--- src/rtl/ssp.sv ---
// Synchronous serial port: byte-wide bus <-> TI-format serial link.
// 4-deep TX and RX FIFOs; transmit clock is PCLK/2, receive pins are sampled by PCLK.
module ssp (
    input  logic       PCLK,
    input  logic       CLEAR_B,
    input  logic       PSEL,
    input  logic       PWRITE,
    input  logic [7:0] PWDATA,
    output logic [7:0] PRDATA,
    input  logic       SSPCLKIN,
    input  logic       SSPFSSIN,
    input  logic       SSPRXD,
    output logic       SSPCLKOUT,
    output logic       SSPFSSOUT,
    output logic       SSPTXD,
    output logic       SSPOE_B,
    output logic       SSPTXINTR,
    output logic       SSPRXINTR
);

    localparam int DATA_W = 8;
    localparam int DEPTH  = 4;

    typedef enum logic {TX_IDLE, TX_SHIFT} tx_state_t;
    typedef enum logic {RX_IDLE, RX_RECV}  rx_state_t;

    logic [DATA_W-1:0] tx_mem [DEPTH];
    logic [1:0]        tx_wptr;
    logic [1:0]        tx_rptr;
    logic [2:0]        tx_cnt;
    logic [2:0]        tx_cnt_nxt;
    logic              tx_full;
    logic              tx_empty;
    logic              tx_push;
    logic              tx_pop;
    logic              tx_tick;

    tx_state_t         tx_state;
    logic [2:0]        tx_idx;
    logic [DATA_W-1:0] tx_shreg;

    logic [DATA_W-1:0] rx_mem [DEPTH];
    logic [1:0]        rx_wptr;
    logic [1:0]        rx_rptr;
    logic [2:0]        rx_cnt;
    logic [2:0]        rx_cnt_nxt;
    logic              rx_full;
    logic              rx_empty;
    logic              rx_push;
    logic              rx_pop;

    logic              clkin_p0;
    logic              clkin_p1;
    logic              fss_p0;
    logic              rxd_p0;
    logic              rx_fall;
    rx_state_t         rx_state;
    logic [2:0]        rx_bits;
    logic [6:0]        rx_shreg;
    logic [DATA_W-1:0] rx_word;

    // Full is judged on the registered count, so a write to a full FIFO is
    // dropped even when the transmitter frees a slot on the same edge.
    assign tx_full  = (tx_cnt == 3'd4);
    assign tx_empty = (tx_cnt == 3'd0);
    assign tx_push  = PSEL && PWRITE && !tx_full;
    assign tx_tick  = !SSPCLKOUT;
    assign tx_pop   = tx_tick && !tx_empty &&
                      ((tx_state == TX_IDLE) || (tx_idx == 3'd0));

    always_comb begin
        tx_cnt_nxt = tx_cnt;
        case ({tx_push, tx_pop})
            2'b10:   tx_cnt_nxt = tx_cnt + 3'd1;
            2'b01:   tx_cnt_nxt = tx_cnt - 3'd1;
            default: tx_cnt_nxt = tx_cnt;
        endcase
    end

    always_ff @(posedge PCLK or posedge CLEAR_B) begin
        if (CLEAR_B) begin
            tx_wptr   <= 2'd0;
            tx_rptr   <= 2'd0;
            tx_cnt    <= 3'd0;
            SSPTXINTR <= 1'b0;
        end else begin
            if (tx_push)
                tx_wptr <= tx_wptr + 2'd1;
            if (tx_pop)
                tx_rptr <= tx_rptr + 2'd1;
            tx_cnt    <= tx_cnt_nxt;
            SSPTXINTR <= (tx_cnt_nxt == 3'd4);
        end
    end

    always_ff @(posedge PCLK) begin
        if (tx_push)
            tx_mem[tx_wptr] <= PWDATA;
        if (tx_pop)
            tx_shreg <= tx_mem[tx_rptr];
    end

    // Transmit FSM: every output moves only on the 0->1 edge of SSPCLKOUT.
    always_ff @(posedge PCLK or posedge CLEAR_B) begin
        if (CLEAR_B) begin
            SSPCLKOUT <= 1'b0;
            SSPFSSOUT <= 1'b0;
            SSPTXD    <= 1'b0;
            SSPOE_B   <= 1'b1;
            tx_state  <= TX_IDLE;
            tx_idx    <= 3'd7;
        end else begin
            SSPCLKOUT <= ~SSPCLKOUT;
            if (tx_tick) begin
                case (tx_state)
                    TX_IDLE: begin
                        SSPTXD    <= 1'b0;
                        SSPOE_B   <= 1'b1;
                        SSPFSSOUT <= !tx_empty;
                        tx_idx    <= 3'd7;
                        if (!tx_empty)
                            tx_state <= TX_SHIFT;
                    end
                    TX_SHIFT: begin
                        SSPTXD    <= tx_shreg[tx_idx];
                        SSPOE_B   <= 1'b0;
                        SSPFSSOUT <= 1'b0;
                        // idx wraps 0->7 so a back-to-back frame starts at its MSB
                        tx_idx    <= tx_idx - 3'd1;
                        if (tx_idx == 3'd0) begin
                            if (!tx_empty)
                                SSPFSSOUT <= 1'b1;
                            else
                                tx_state <= TX_IDLE;
                        end
                    end
                    default: tx_state <= TX_IDLE;
                endcase
            end
        end
    end

    // Input sampling stage: clock, frame and data share one register delay
    // so the data bit lines up with the detected falling edge.
    always_ff @(posedge PCLK or posedge CLEAR_B) begin
        if (CLEAR_B) begin
            clkin_p0 <= 1'b0;
            clkin_p1 <= 1'b0;
            fss_p0   <= 1'b0;
        end else begin
            clkin_p0 <= SSPCLKIN;
            clkin_p1 <= clkin_p0;
            fss_p0   <= SSPFSSIN;
        end
    end

    always_ff @(posedge PCLK) begin
        rxd_p0 <= SSPRXD;
    end

    assign rx_fall  = clkin_p1 && !clkin_p0;
    assign rx_word  = {rx_shreg, rxd_p0};
    assign rx_full  = (rx_cnt == 3'd4);
    assign rx_empty = (rx_cnt == 3'd0);
    assign rx_push  = rx_fall && (rx_state == RX_RECV) && (rx_bits == 3'd7) && !rx_full;
    assign rx_pop   = PSEL && !PWRITE && !rx_empty;

    always_ff @(posedge PCLK or posedge CLEAR_B) begin
        if (CLEAR_B) begin
            rx_state <= RX_IDLE;
            rx_bits  <= 3'd0;
        end else if (rx_fall) begin
            case (rx_state)
                RX_IDLE: begin
                    rx_bits <= 3'd0;
                    if (fss_p0)
                        rx_state <= RX_RECV;
                end
                RX_RECV: begin
                    rx_bits <= rx_bits + 3'd1;
                    if (rx_bits == 3'd7)
                        rx_state <= fss_p0 ? RX_RECV : RX_IDLE;
                end
                default: rx_state <= RX_IDLE;
            endcase
        end
    end

    always_ff @(posedge PCLK) begin
        if (rx_fall && (rx_state == RX_RECV))
            rx_shreg <= rx_word[6:0];
        if (rx_push)
            rx_mem[rx_wptr] <= rx_word;
    end

    always_comb begin
        rx_cnt_nxt = rx_cnt;
        case ({rx_push, rx_pop})
            2'b10:   rx_cnt_nxt = rx_cnt + 3'd1;
            2'b01:   rx_cnt_nxt = rx_cnt - 3'd1;
            default: rx_cnt_nxt = rx_cnt;
        endcase
    end

    always_ff @(posedge PCLK or posedge CLEAR_B) begin
        if (CLEAR_B) begin
            rx_wptr   <= 2'd0;
            rx_rptr   <= 2'd0;
            rx_cnt    <= 3'd0;
            SSPRXINTR <= 1'b0;
            PRDATA    <= 8'h00;
        end else begin
            if (rx_push)
                rx_wptr <= rx_wptr + 2'd1;
            if (rx_pop) begin
                rx_rptr <= rx_rptr + 2'd1;
                PRDATA  <= rx_mem[rx_rptr];
            end
            rx_cnt    <= rx_cnt_nxt;
            SSPRXINTR <= (rx_cnt_nxt == 3'd4);
        end
    end

endmodule

--- config.mk ---
export PLATFORM = sky130hd
export DESIGN_NAME = ssp
export DESIGN_NICKNAME = d
export VERILOG_FILES = /design/src/rtl/ssp.sv
export SDC_FILE = /design/constraint.sdc
export NUM_CORES = 1
export LEC_CHECK = 0
export ABC_AREA = 0
export ABC_CLOCK_PERIOD_IN_PS = 3900
export CAP_MARGIN = 20
export CORE_MARGIN = 8
export CORE_UTILIZATION = 60
export CTS_CLUSTER_SIZE = 16
export DETAILED_ROUTE_END_ITERATION = 6
export PLACE_DENSITY = 0.92
export SLEW_MARGIN = 20
export SYNTH_ARGS = -nofsm -noshare
export SYNTH_HDL_FRONTEND = slang
export SYNTH_SLANG_ARGS = --single-unit
export TNS_END_PERCENT = 100
--- constraint.sdc ---
create_clock -name PCLK -period 3.9 [get_ports PCLK]
set_input_delay 0.78 -clock PCLK [delete_from_list [all_inputs] [get_ports PCLK]]
set_output_delay 0.78 -clock PCLK [all_outputs]
set_load 0.01 [all_outputs]
== Word-level counts from Yosys, hierarchy flattened ==
Memory sizes are Yosys's and may differ from the RTL's. A register that Yosys moved wholly into a read port is not among the register bits.
Cells that the tools add are included.
Widths: inputs -> output; s select.

* Flip-flop bits (word level): 39
* Bits in latches: 0
* RAM bits: 64
* ROM bits: 0
* Input bits: 15
* Output and inout bits: 14
* Logic and storage cells: 87
* Memories: 2

{| class="wikitable"
|+ Memories
! name !! words !! bits a word !! read ports !! clocked after Yosys merged registers in !! write ports !! RTL line !! source
|-
| rx_mem || 4 || 8 || 1 || 1 || 1 || 42 || <nowiki>logic [DATA_W-1:0] rx_mem [DEPTH];</nowiki>
|-
| tx_mem || 4 || 8 || 1 || 1 || 1 || 27 || <nowiki>logic [DATA_W-1:0] tx_mem [DEPTH];</nowiki>
|}

* Add/sub/neg operators: 10
* Multipliers: 0
* Divide/modulo/power cells: 0
* Magnitude comparators: 1
* Eq/ne operators: 9
* Shift operators: 0
* Multiplexer cells: 20
* Bitwise operators: 3
* Reduce and logical (&&, ||, !) cells: 21

{| class="wikitable"
|+ Operator list
! operator !! number
|-
| $pmux 3 s2 || 4
|-
| $eq 3x3->1 const B || 5
|-
| $logic_and 1x1->1 || 10
|-
| $mux 1 || 10
|-
| $pmux 1 s2 || 5
|-
| $add 3x1->3 const B || 3
|-
| $logic_not 3->1 || 3
|-
| $sub 3x1->3 const B || 3
|-
| $add 2x1->2 const B || 4
|-
| $logic_not 1->1 || 7
|-
| $eq 2x1->1 const B || 2
|-
| $eq 2x2->1 const B || 2
|-
| $lt 3x4->1 const B || 1
|-
| $bmux 1 s3 || 1
|-
| $not 1->1 || 3
|-
| $logic_or 1x1->1 || 1
|}

== Depth between registers and ports, before layout ==
Gate-level depths: netlist of the first run.

* Depth in word-level cells: 8
* Depth in mapped cells: 11
* Gate-level depth less buffers: 11

== Least setup slack after synthesis of the first run ==
Ideal clock, no wire load.

* Path kind: input to register
* From: input PWRITE
* To: register SSPRXINTR
* Setup time: 94 ps
* Arrival: 2,465 ps
* Data required time: 3,806 ps
* Slack: 1,341 ps
* Stages: 8
* Path buffers: 1
* Path through: nor3b_1 buf_4 ha_1 inv_1 fa_1 xor2_1 or3_1 a211oi_1

* Cells in the longest elaborated chain, start to end: 6
* Elaborated cells between the ends (all ways): 7
* Those cells by class: eq/ne: 3; mux: 1; reduce/logical: 3

{| class="wikitable"
|+ Ends and longest elaborated chain
! item !! RTL line !! source
|-
| from (decl) || 7 || <nowiki>input logic PWRITE,</nowiki>
|-
| $logic_not 1->1 * || 166 || <nowiki>assign rx_pop = PSEL && !PWRITE && !rx_empty;</nowiki>
|-
| $logic_and 1x1->1 * (2 in series) || 166 ||
|-
| net rx_pop || 50 || <nowiki>logic rx_pop;</nowiki>
|-
| $eq 2x1->1 or $eq 2x2->1 (tied branches) || 198 || <nowiki>case ({rx_push, rx_pop})</nowiki>
|-
| $pmux 3 s2 * || 198 ||
|-
| $eq 3x3->1 * || 220 || <nowiki>SSPRXINTR <= (rx_cnt_nxt == 3'd4);</nowiki>
|-
| to (signal assigned) || 220 ||
|-
| to (decl) || 18 || <nowiki>output logic SSPRXINTR</nowiki>
|}

Mark *: on every way through the listed nets, which the timed path passes. The rest lies on a longest branch.
A chain may end at the register's enable or synchronous reset.

== Final worst setup path of the first run ==
* From: input PSEL
* To: register SSPRXINTR

* Cells in the longest elaborated chain, start to end: 5
* Elaborated cells between the ends (all ways): 6
* Those cells by class: eq/ne: 3; mux: 1; reduce/logical: 2

{| class="wikitable"
|+ Ends and longest elaborated chain
! item !! RTL line !! source
|-
| from (decl) || 6 || <nowiki>input logic PSEL,</nowiki>
|-
| $logic_and 1x1->1 * (2 in series) || 166 ||
|-
| $eq 2x1->1 or $eq 2x2->1 (tied branches) || 198 ||
|-
| $pmux 3 s2 * || 198 ||
|-
| $eq 3x3->1 * || 220 ||
|}

Every way passes the cells marked *; elsewhere a longest branch is shown, timed or not.

==> flow_summary.ini, run 1 <==
[route]
wl_per_cell_um = 20.8
drt.antenna.violating_nets = 0
route.vias.total = 2392
viasPerCell = 5.79
first_iter_violations = 139
drt_wl_total_um = 8600
drcViolationCount = 0
firstDrtPassIters = 4

[yosys]
yosys-top-cells-count = 79 x edfxtp_1, 35 x dfrtp_1, 17 x mux4_2
syn_inst = 256
yosys_warnings = 0
synthArstFlopShare_pct = 32.8
seq_area_frac_synth_pct = 71.4
synth_flop_cell = edfxtp_1
synth_seq_cells = 119
synth_edf_count = 79
syn_area_per_cell_sq_um = 18.4
yosysMostFrequentCell = edfxtp_1
yosysUniqueCellTypes = 47
yosys-top-cells-area = edfxtp_1 50%, dfrtp_1 19%, mux4_2 8.1%
yosysTopAreaCell = edfxtp_1
syn-num-nets = 287
synth_top_area_share_pct = 50.2
netlist_area_sq_um = 4720

[placement]
finalWeightedCongestion = 0.710
placed_cell_area_sq_um = 5110
place_inst = 381
dpl_worst_slack_ns = 0.703
hpwl_um = 5030
numPortBuffers = 28

[clock_network]
cts_setup_buffers = 0
clkTransAtPathRegs_ns = 0.06
htree_num_levels = 4
clockBufferDepth = 2
cts-root-buf = clkbuf_8
postCtsResizedCells = 0
hold_buffers = 0
numCtsBuffers = 17
cts_tree = yes
cts_sinks = 119
clk-insertion-delay-late_ns = 0.51

[finish]
nets = 329
fin_area_sq_um = 5710
final_util_pct = 74.3
n_antenna_cell = 0
synthToLayoutAreaGrowth_pct = 21.0
drive_above_1_share_pct = 24.1
fin_cells = 413

[critical_path]
critPathBufInv = 3
crit_family = buffers and inverters
crit_path_end_kind = flip-flop
worstSetupPathType = primary input to flip-flop
cp.required_ns = 4.31
cpPeakStageDelay_ns = 0.49
arrival_ns = 3.13
reg2reg_setup_slack_ns = 1.24
critPathSlowestCell = clkdlybuf4s50_1
cp_max_fo = 10
crit_chain = clkdlybuf4s50_1, nor3b_2, buf_4, ha_1, inv_1, fa_1, xor2_1, or3_1, a211oi_1
critPathLaunchType = primary input

[timing]
rsz0062_at_grt = false
worst_slew_margin_rel_pct = 40.2
slew_violations = 0
tightest_slew_ns = 0.896
worst_slack_ns = 1.18
setup_violations = 0
final-hold-violation-count = 0
setup_tns_ns = 0
max_freq_ghz = 0.368
period_needed_ns = 2.72
clock-skew-final_ns = 0.0136
holdWs_ns = 0.443
fin_crit_sh_pct = 69.8

[global_routing]
grt_overflow = 0
grt_pass1_vias = 2611
antenna_found_initial = 0
grt_max_degree = 40
grt_pass1_wl_um = 14200
track_usage_pct = 17.1

[floorplanning]
rows = 32
die_w_um = 105
fp.dieArea_sq_um = 11000
io_pins = 29
start_util_pct = 61.4
coreArea_sq_um = 7690
die_h_um = 105

[flow_run]
cap_violations = 0

[power_and_ir_drop]
clockPowerShare_pct = 36.4
p_per_area_nw_per_um2 = 755
swShare_pct = 27.9
leakage_nw = 2.15
vdd_drop_max_mv = 0.356
seqPwrFrac_pct = 43.5
p_comb_share_pct = 20.1
p_switching_mw = 1.21
power_mw = 4.31
p_int_mw = 3.11

[run_status]
status = finished, final reports clean

[hold_path]
holdCritPathClass = flip-flop to flip-flop
-- cell type report --
class	instances	area, sq um
well taps	102	128
flip-flops and latches	119	3370
clock buffers	17	414
fillers	433	1970
clock inverters	15	190
multi-input cells	114	1250
repair buffers	30	295
inverters	16	60.1
-- power groups by stage --
| stage | clock network, mW | registers [mW] | logic [mW] |
|---|---|---|---|
| 6_report | 1.57 | 1.88 | 0.865 |
| 2_1_floorplan | 0 | 1.77 | 0.661 |
| 5_1_grt | 1.65 | 1.92 | 0.941 |
| 3_3_place_gp | 0 | 1.88 | 0.792 |
| 4_1_cts | 1.59 | 1.88 | 0.878 |
| 3_5_place_dp | 0 | 1.88 | 0.838 |
-- flip-flops by register name, indices dropped and copies added, names as in the netlist, 3 cells and up --
register / flops
tx_shreg: 8
rx_shreg: 7
tx_mem: 32
PRDATA: 8
tx_idx: 3
rx_mem: 32
tx_cnt: 3
rx_cnt: 3
rx_bits: 3
-- path summary, 6_finish.rpt --
path                                  from         to  cells past startpoint
worst max register to register  rx_bits[0]  SSPRXINTR                     11
min in group asynchronous          CLEAR_B   clkin_p1                      3
worst min-delay path              clkin_p0   clkin_p1                      0
worst max-delay path                  PSEL  SSPRXINTR                      9
worst min register to register    clkin_p0   clkin_p1                      0
max in group asynchronous          CLEAR_B  tx_idx[0]                      3
-- metal layers --
layer	routed length, um	GRT usage, %	vias up
met3	611	5.77	6
met2	4440	26.2	88
li1	-	-	1049
met4	70	8.56	0
met5	0	0	-
met1	3480	21.5	1249
-- placed cells by master (no fill, tap or decap), types with 2 or more instances in the layout --
cell / n
a211oi_1: 3
a21o_1: 2
a21oi_1: 3
and2_1: 8
buf_4: 2
bufinv_16: 3
clkbuf_16: 16
clkdlybuf4s50_1: 28
clkinv_4: 2
clkinvlp_4: 4
dfrtp_1: 35
dfstp_2: 4
edfxtp_1: 79
fa_1: 2
ha_1: 14
inv_1: 12
inv_2: 3
inv_6: 6
mux2_1: 3
mux2_2: 2
mux2_4: 8
mux2i_1: 3
mux4_2: 17
nand2_1: 8
nand2b_1: 3
nand3_1: 2
nor2_1: 3
nor2b_1: 2
o21ai_0: 2
o21ai_1: 3
or3_1: 2
xnor2_1: 6
xor2_1: 4
-- cells by family (layout without fill, tap and decap cells) --
logic type,Yosys count,count (layout),synth area share (%)
adder cells (fa/ha/maj),16,16,4.56
AND/OR/NAND/NOR,35,35,4.43
buffers and inverters,23,78,2.12
AO/OA/AOI/OAI,20,20,3.13
multiplexers,33,33,12.5
XOR/XNOR,10,10,1.85
flip-flops,119,119,71.4
No activity file was read; power rests on OpenSTA's default activity.
==> run 2, diff against run 1 <==
Settings changed: ABC_CLOCK_PERIOD_IN_PS 3900 to 2700, CORE_UTILIZATION 60 to 58, PLACE_DENSITY 0.92 to 0.9.
Clock period 3.9 ns to 2.7 ns, I/O delays scaled along.
==> run 2 against run 1 <==
Effect of this change: worst setup slack worse by 1.1 ns; clock-buffer cell count up 2; clock power up 37%; register-to-register slack worse by 1.1 ns; utilization down 3.2 points; critical endpoint unchanged; highest routed layer unchanged.
==> flow_summary.ini, run 2 (same netlist as run 1, synthesis figures left out) <==
[clock_network]
cts_tree = yes
cts-root-buf = clkbuf_8
cts_sinks = 119
clkTransAtPathRegs_ns = 0.06
cts_setup_buffers = 0
postCtsResizedCells = 0
clk-insertion-delay-late_ns = 0.51
htree_num_levels = 4
hold_buffers = 0
numCtsBuffers = 17
clockBufferDepth = 2

[critical_path]
crit_chain = ha_1, ha_1, nand4b_1, a31oi_4, inv_1, ha_2, inv_1, fa_1, xor2_1, or3_4, a211oi_2
critPathBufInv = 2
startpoint = rx_bits[0]
cpPeakStageDelay_ns = 0.40
crit_path_end_kind = flip-flop
cp_num_cells = 11
worstSetupPathType = flip-flop to flip-flop
ff2ff_path_depth = 11
crit_family = adder cells
critPathLaunchType = flip-flop
critPathSlowestCell = fa_1
cp.required_ns = 3.13
reg2reg_setup_slack_ns = 0.10
r2r-end = SSPRXINTR
reg2reg_from = rx_bits[0]
cp_max_fo = 7
arrival_ns = 3.02
cp-endpoint = SSPRXINTR

[finish]
synthToLayoutAreaGrowth_pct = 21.3
final_util_pct = 71.1
nets = 332
n_antenna_cell = 0
top_regs = rx_mem: 32 flops, tx_mem: 32 flops
final_common_cell = edfxtp_1
drive_above_1_share_pct = 25.2
final_cell_mix = 79 x edfxtp_1, 35 x dfrtp_1, 28 x clkdlybuf4s50_1

[timing]
setup_violations = 0
holdWs_ns = 0.425
max_freq_ghz = 0.385
fin_crit_sh_pct = 96.1
tightest_slew_ns = 0.876
period_needed_ns = 2.60
slew_violations = 0
final-hold-violation-count = 0
worst_slack_ns = 0.104
clock-skew-final_ns = 0.0111
rsz0062_at_grt = false
worst_slew_margin_rel_pct = 41.5

[route]
drcViolationCount = 0
drt.antenna.violating_nets = 0
firstDrtPassIters = 4
wl_per_cell_um = 19.8
first_iter_violations = 133
viasPerCell = 5.52
drt_wl_total_um = 8290
route.vias.total = 2312

[hold_path]
holdCritPathClass = flip-flop to flip-flop
hold_path_depth = 0

[power_and_ir_drop]
vdd_drop_max_mv = 0.498
power_mw = 6.12
leakage_nw = 2.16
p_per_area_nw_per_um2 = 1070

[floorplanning]
io_pins = 29
rows = 33
fp.dieArea_sq_um = 11300
start_util_pct = 58.6
die_h_um = 106
coreArea_sq_um = 8050
die_w_um = 106

[run_status]
status = finished, final reports clean

[placement]
dpl_worst_slack_ns = -0.0982
hpwl_um = 5050
numPortBuffers = 28
finalWeightedCongestion = 0.794

[global_routing]
grt_overflow = 0
track_usage_pct = 16.0
grt_pass1_wl_um = 13500
grt_pass1_vias = 2546
antenna_found_initial = 0
grt_max_degree = 40

[flow_run]
cap_violations = 0
==> run 2: cell count changes in the layout (fill, tap and decap cells not counted), sizes merged <==
cell      change
clkinv        +4
buf           +3
inv           -2
clkinvlp      -3
clkbuf        +2
bufinv        -1
==> run 2: worst reg2reg max path, stage by stage, from the launching register on <==
cell	delay, ns
dfrtp_1	0.39
ha_1	0.20
ha_1	0.20
nand4b_1	0.18
a31oi_4	0.08
inv_1	0.09
ha_2	0.19
inv_1	0.05
fa_1	0.40
xor2_1	0.18
or3_4	0.34
a211oi_2	0.20
==> run 2: routing by layer <==
layer | share of wire [%] | track usage (%)
met3 | 4.5 | 4.84
met5 | 0 | 0
met4 | 1.9 | 9.05
met2 | 51 | 25.7
met1 | 43 | 18.9
==> run 2: worst min-delay path by stage <==
| stage | slack (ns) | end | start |
|---|---|---|---|
| 2_1_floorplan | 0.38 | clkin_p1 | clkin_p0 |
| 3_3_place_gp | 0.40 | clkin_p1 | clkin_p0 |
| 3_5_place_dp | 0.43 | clkin_p1 | clkin_p0 |
| 4_1_cts | 0.44 | clkin_p1 | clkin_p0 |
| 5_1_grt | 0.46 | clkin_p1 | clkin_p0 |
| 6_report | 0.43 | clkin_p1 | clkin_p0 |
==> run 2: metrics by stage <==
stage	instance area [sq um]	std cells	setup TNS, ns
after floorplan	4720	256	0
after global placement	5140	387	0
after detailed placement	5140	387	-0.141
after CTS	5710	419	0
after global routing	5730	419	0
final	5730	419	0
==> run 2: report_power, final <==
part | total, mW | internal [mW] | switching, mW
clock | 2.15 | 1.32 | 0.824
sequential | 2.69 | 2.33 | 0.362
combinational | 1.28 | 0.746 | 0.534
total | 6.12 | 4.40 | 1.72
==> run 2: area by class of cell <==
cell class	instances	area, sq um
clock inverters	13	148
repair buffers	33	318
flip-flops and latches	119	3370
fillers	452	2320
well taps	105	131
clock buffers	19	422
inverters	16	60.1
multi-input cells	114	1270
==> run 3, diff against run 2 <==
==> constraint.sdc (replaced) <==
create_clock -name PCLK -period 2.7 [get_ports PCLK]
set_input_delay 0.54 -clock PCLK [delete_from_list [all_inputs] [get_ports PCLK]]
set_output_delay 0.54 -clock PCLK [all_outputs]
set_load 0.05 [all_outputs]
==> run 3 against run 2 <==
Effect of this change: non-clock buffer count is the same; worst hold slack improved by 0.0012 ns; routed wire length up 0.36%; final cell count unchanged; first-iteration DRC count increased by 3.8%; largest cell class unchanged; highest routed layer unchanged.
==> flow_summary.ini, run 3 (same netlist as run 1, synthesis figures left out) <==
[run_status]
status = finished, final reports clean

[finish]
fin_cells = 419
synthToLayoutAreaGrowth_pct = 23.3
final_cell_mix = 79 x edfxtp_1, 35 x dfrtp_1, 28 x clkdlybuf4s50_1
num-fill-cells = 448
drive_above_1_share_pct = 24.5
final_common_cell = edfxtp_1
top_regs = rx_mem: 32 flops, tx_mem: 32 flops
fin_area_sq_um = 5820
n_antenna_cell = 0
nets = 332

[timing]
final-hold-violation-count = 0
fin_crit_sh_pct = 96.5
max_freq_ghz = 0.384
slew_violations = 0
clock-skew-final_ns = 0.0117
worst_slew_margin_rel_pct = 47.4
setup_violations = 0
worst_slack_ns = 0.0946
period_needed_ns = 2.61
tightest_slew_ns = 0.788
rsz0062_at_grt = false

[global_routing]
grt_pass1_wl_um = 13200
grt_pass1_vias = 2544
grt_overflow = 0
antenna_found_initial = 0
track_usage_pct = 15.6
grt_max_degree = 40

[power_and_ir_drop]
vdd_drop_max_mv = 0.711
p_per_area_nw_per_um2 = 1170
leakage_nw = 2.21

[clock_network]
clkTransAtPathRegs_ns = 0.06
cts_tree = yes
hold_buffers = 0
clk-insertion-delay-late_ns = 0.51
numCtsBuffers = 17
postCtsResizedCells = 0
clockBufferDepth = 2
cts_sinks = 119
cts_setup_buffers = 0
cts-root-buf = clkbuf_8
htree_num_levels = 4

[placement]
placed_cell_area_sq_um = 5140
place_inst = 387
finalWeightedCongestion = 0.820
hpwl_um = 4850
dpl_worst_slack_ns = -0.106
numPortBuffers = 28

[critical_path]
worstSetupPathType = flip-flop to flip-flop
cp.required_ns = 3.12
crit_path_end_kind = flip-flop
arrival_ns = 3.02
cp_max_fo = 5
crit_family = adder cells
cp_num_cells = 9
critPathLaunchType = flip-flop
cpPeakStageDelay_ns = 0.61
ff2ff_path_depth = 9
critPathBufInv = 1
critPathSlowestCell = dfstp_2
crit_chain = inv_1, ha_1, nand2b_4, a211oi_1, ha_1, fa_1, xnor2_1, or3_1, a211oi_1

[route]
drcViolationCount = 0
viasPerCell = 5.60
wl_per_cell_um = 19.9
drt.antenna.violating_nets = 0
route.vias.total = 2348
drt_wl_total_um = 8320
first_iter_violations = 138
firstDrtPassIters = 4

[floorplanning]
die_h_um = 106
io_pins = 29
fp.dieArea_sq_um = 11300
coreArea_sq_um = 8050
rows = 33
die_w_um = 106
start_util_pct = 58.6

[flow_run]
cap_violations = 0

[hold_path]
holdCritPathClass = flip-flop to flip-flop
hold_path_depth = 0
==> run 3: path summary, 6_finish.rpt <==
kind                       slack, ns       from        end
max                             0.09  tx_idx[0]  SSPTXINTR
max in group asynchronous       1.87    CLEAR_B  tx_idx[0]
min                             0.43   clkin_p0   clkin_p1
min reg2reg                     0.43   clkin_p0   clkin_p1
min in group asynchronous       0.46    CLEAR_B  PRDATA[1]
max reg2reg                     0.09  tx_idx[0]  SSPTXINTR
==> run 3: layout make-up <==
class / count / area [sq um] / share of cell area, %
inverters: 16 / 60.1 / 1.03
flip-flops and latches: 119 / 3370 / 57.9
well taps: 105 / 131 / 2.26
multi-input cells: 114 / 1250 / 21.5
clock buffers: 18 / 418 / 7.18
clock inverters: 14 / 269 / 4.62
repair buffers: 33 / 318 / 5.46
==> run 3: metal layers <==
metal  wire length, um  GRT usage, %  vias to the layer above
met4               125          7.44                        0
li1                  -             -                     1052
met5                 0             0                        -
met1              3510          18.9                     1208
met3               392          4.78                       10
met2              4290          25.2                       78
==> run 3: worst reg2reg max path: stages (launching register included) <==
cell and delay [ns]:
dfstp_2 0.61, inv_1 0.09, ha_1 0.23, nand2b_4 0.10, a211oi_1 0.12, ha_1 0.25
fa_1 0.38, xnor2_1 0.15, or3_1 0.34, a211oi_1 0.24
==> run 3: power by group <==
group	switching (mW)	leakage (nW)	internal [mW]
sequential	0.364	1.18	2.33
clock	0.820	0.327	1.79
combinational	0.786	0.705	0.736
==> run 3: through the flow <==
step / power (mW) / TNS (ns) / utilization (%) / hold slack (ns)
2_1_floorplan: 3.78 / 0 / - / 0.378
3_3_place_gp: 4.12 / 0 / 63.8 / 0.401
3_5_place_dp: 4.22 / -0.106 / 63.8 / 0.412
4_1_cts: 6.88 / 0 / 72.3 / 0.424
5_1_grt: 7.08 / 0 / 72.3 / 0.441
6_report: 6.82 / 0 / 72.3 / 0.426
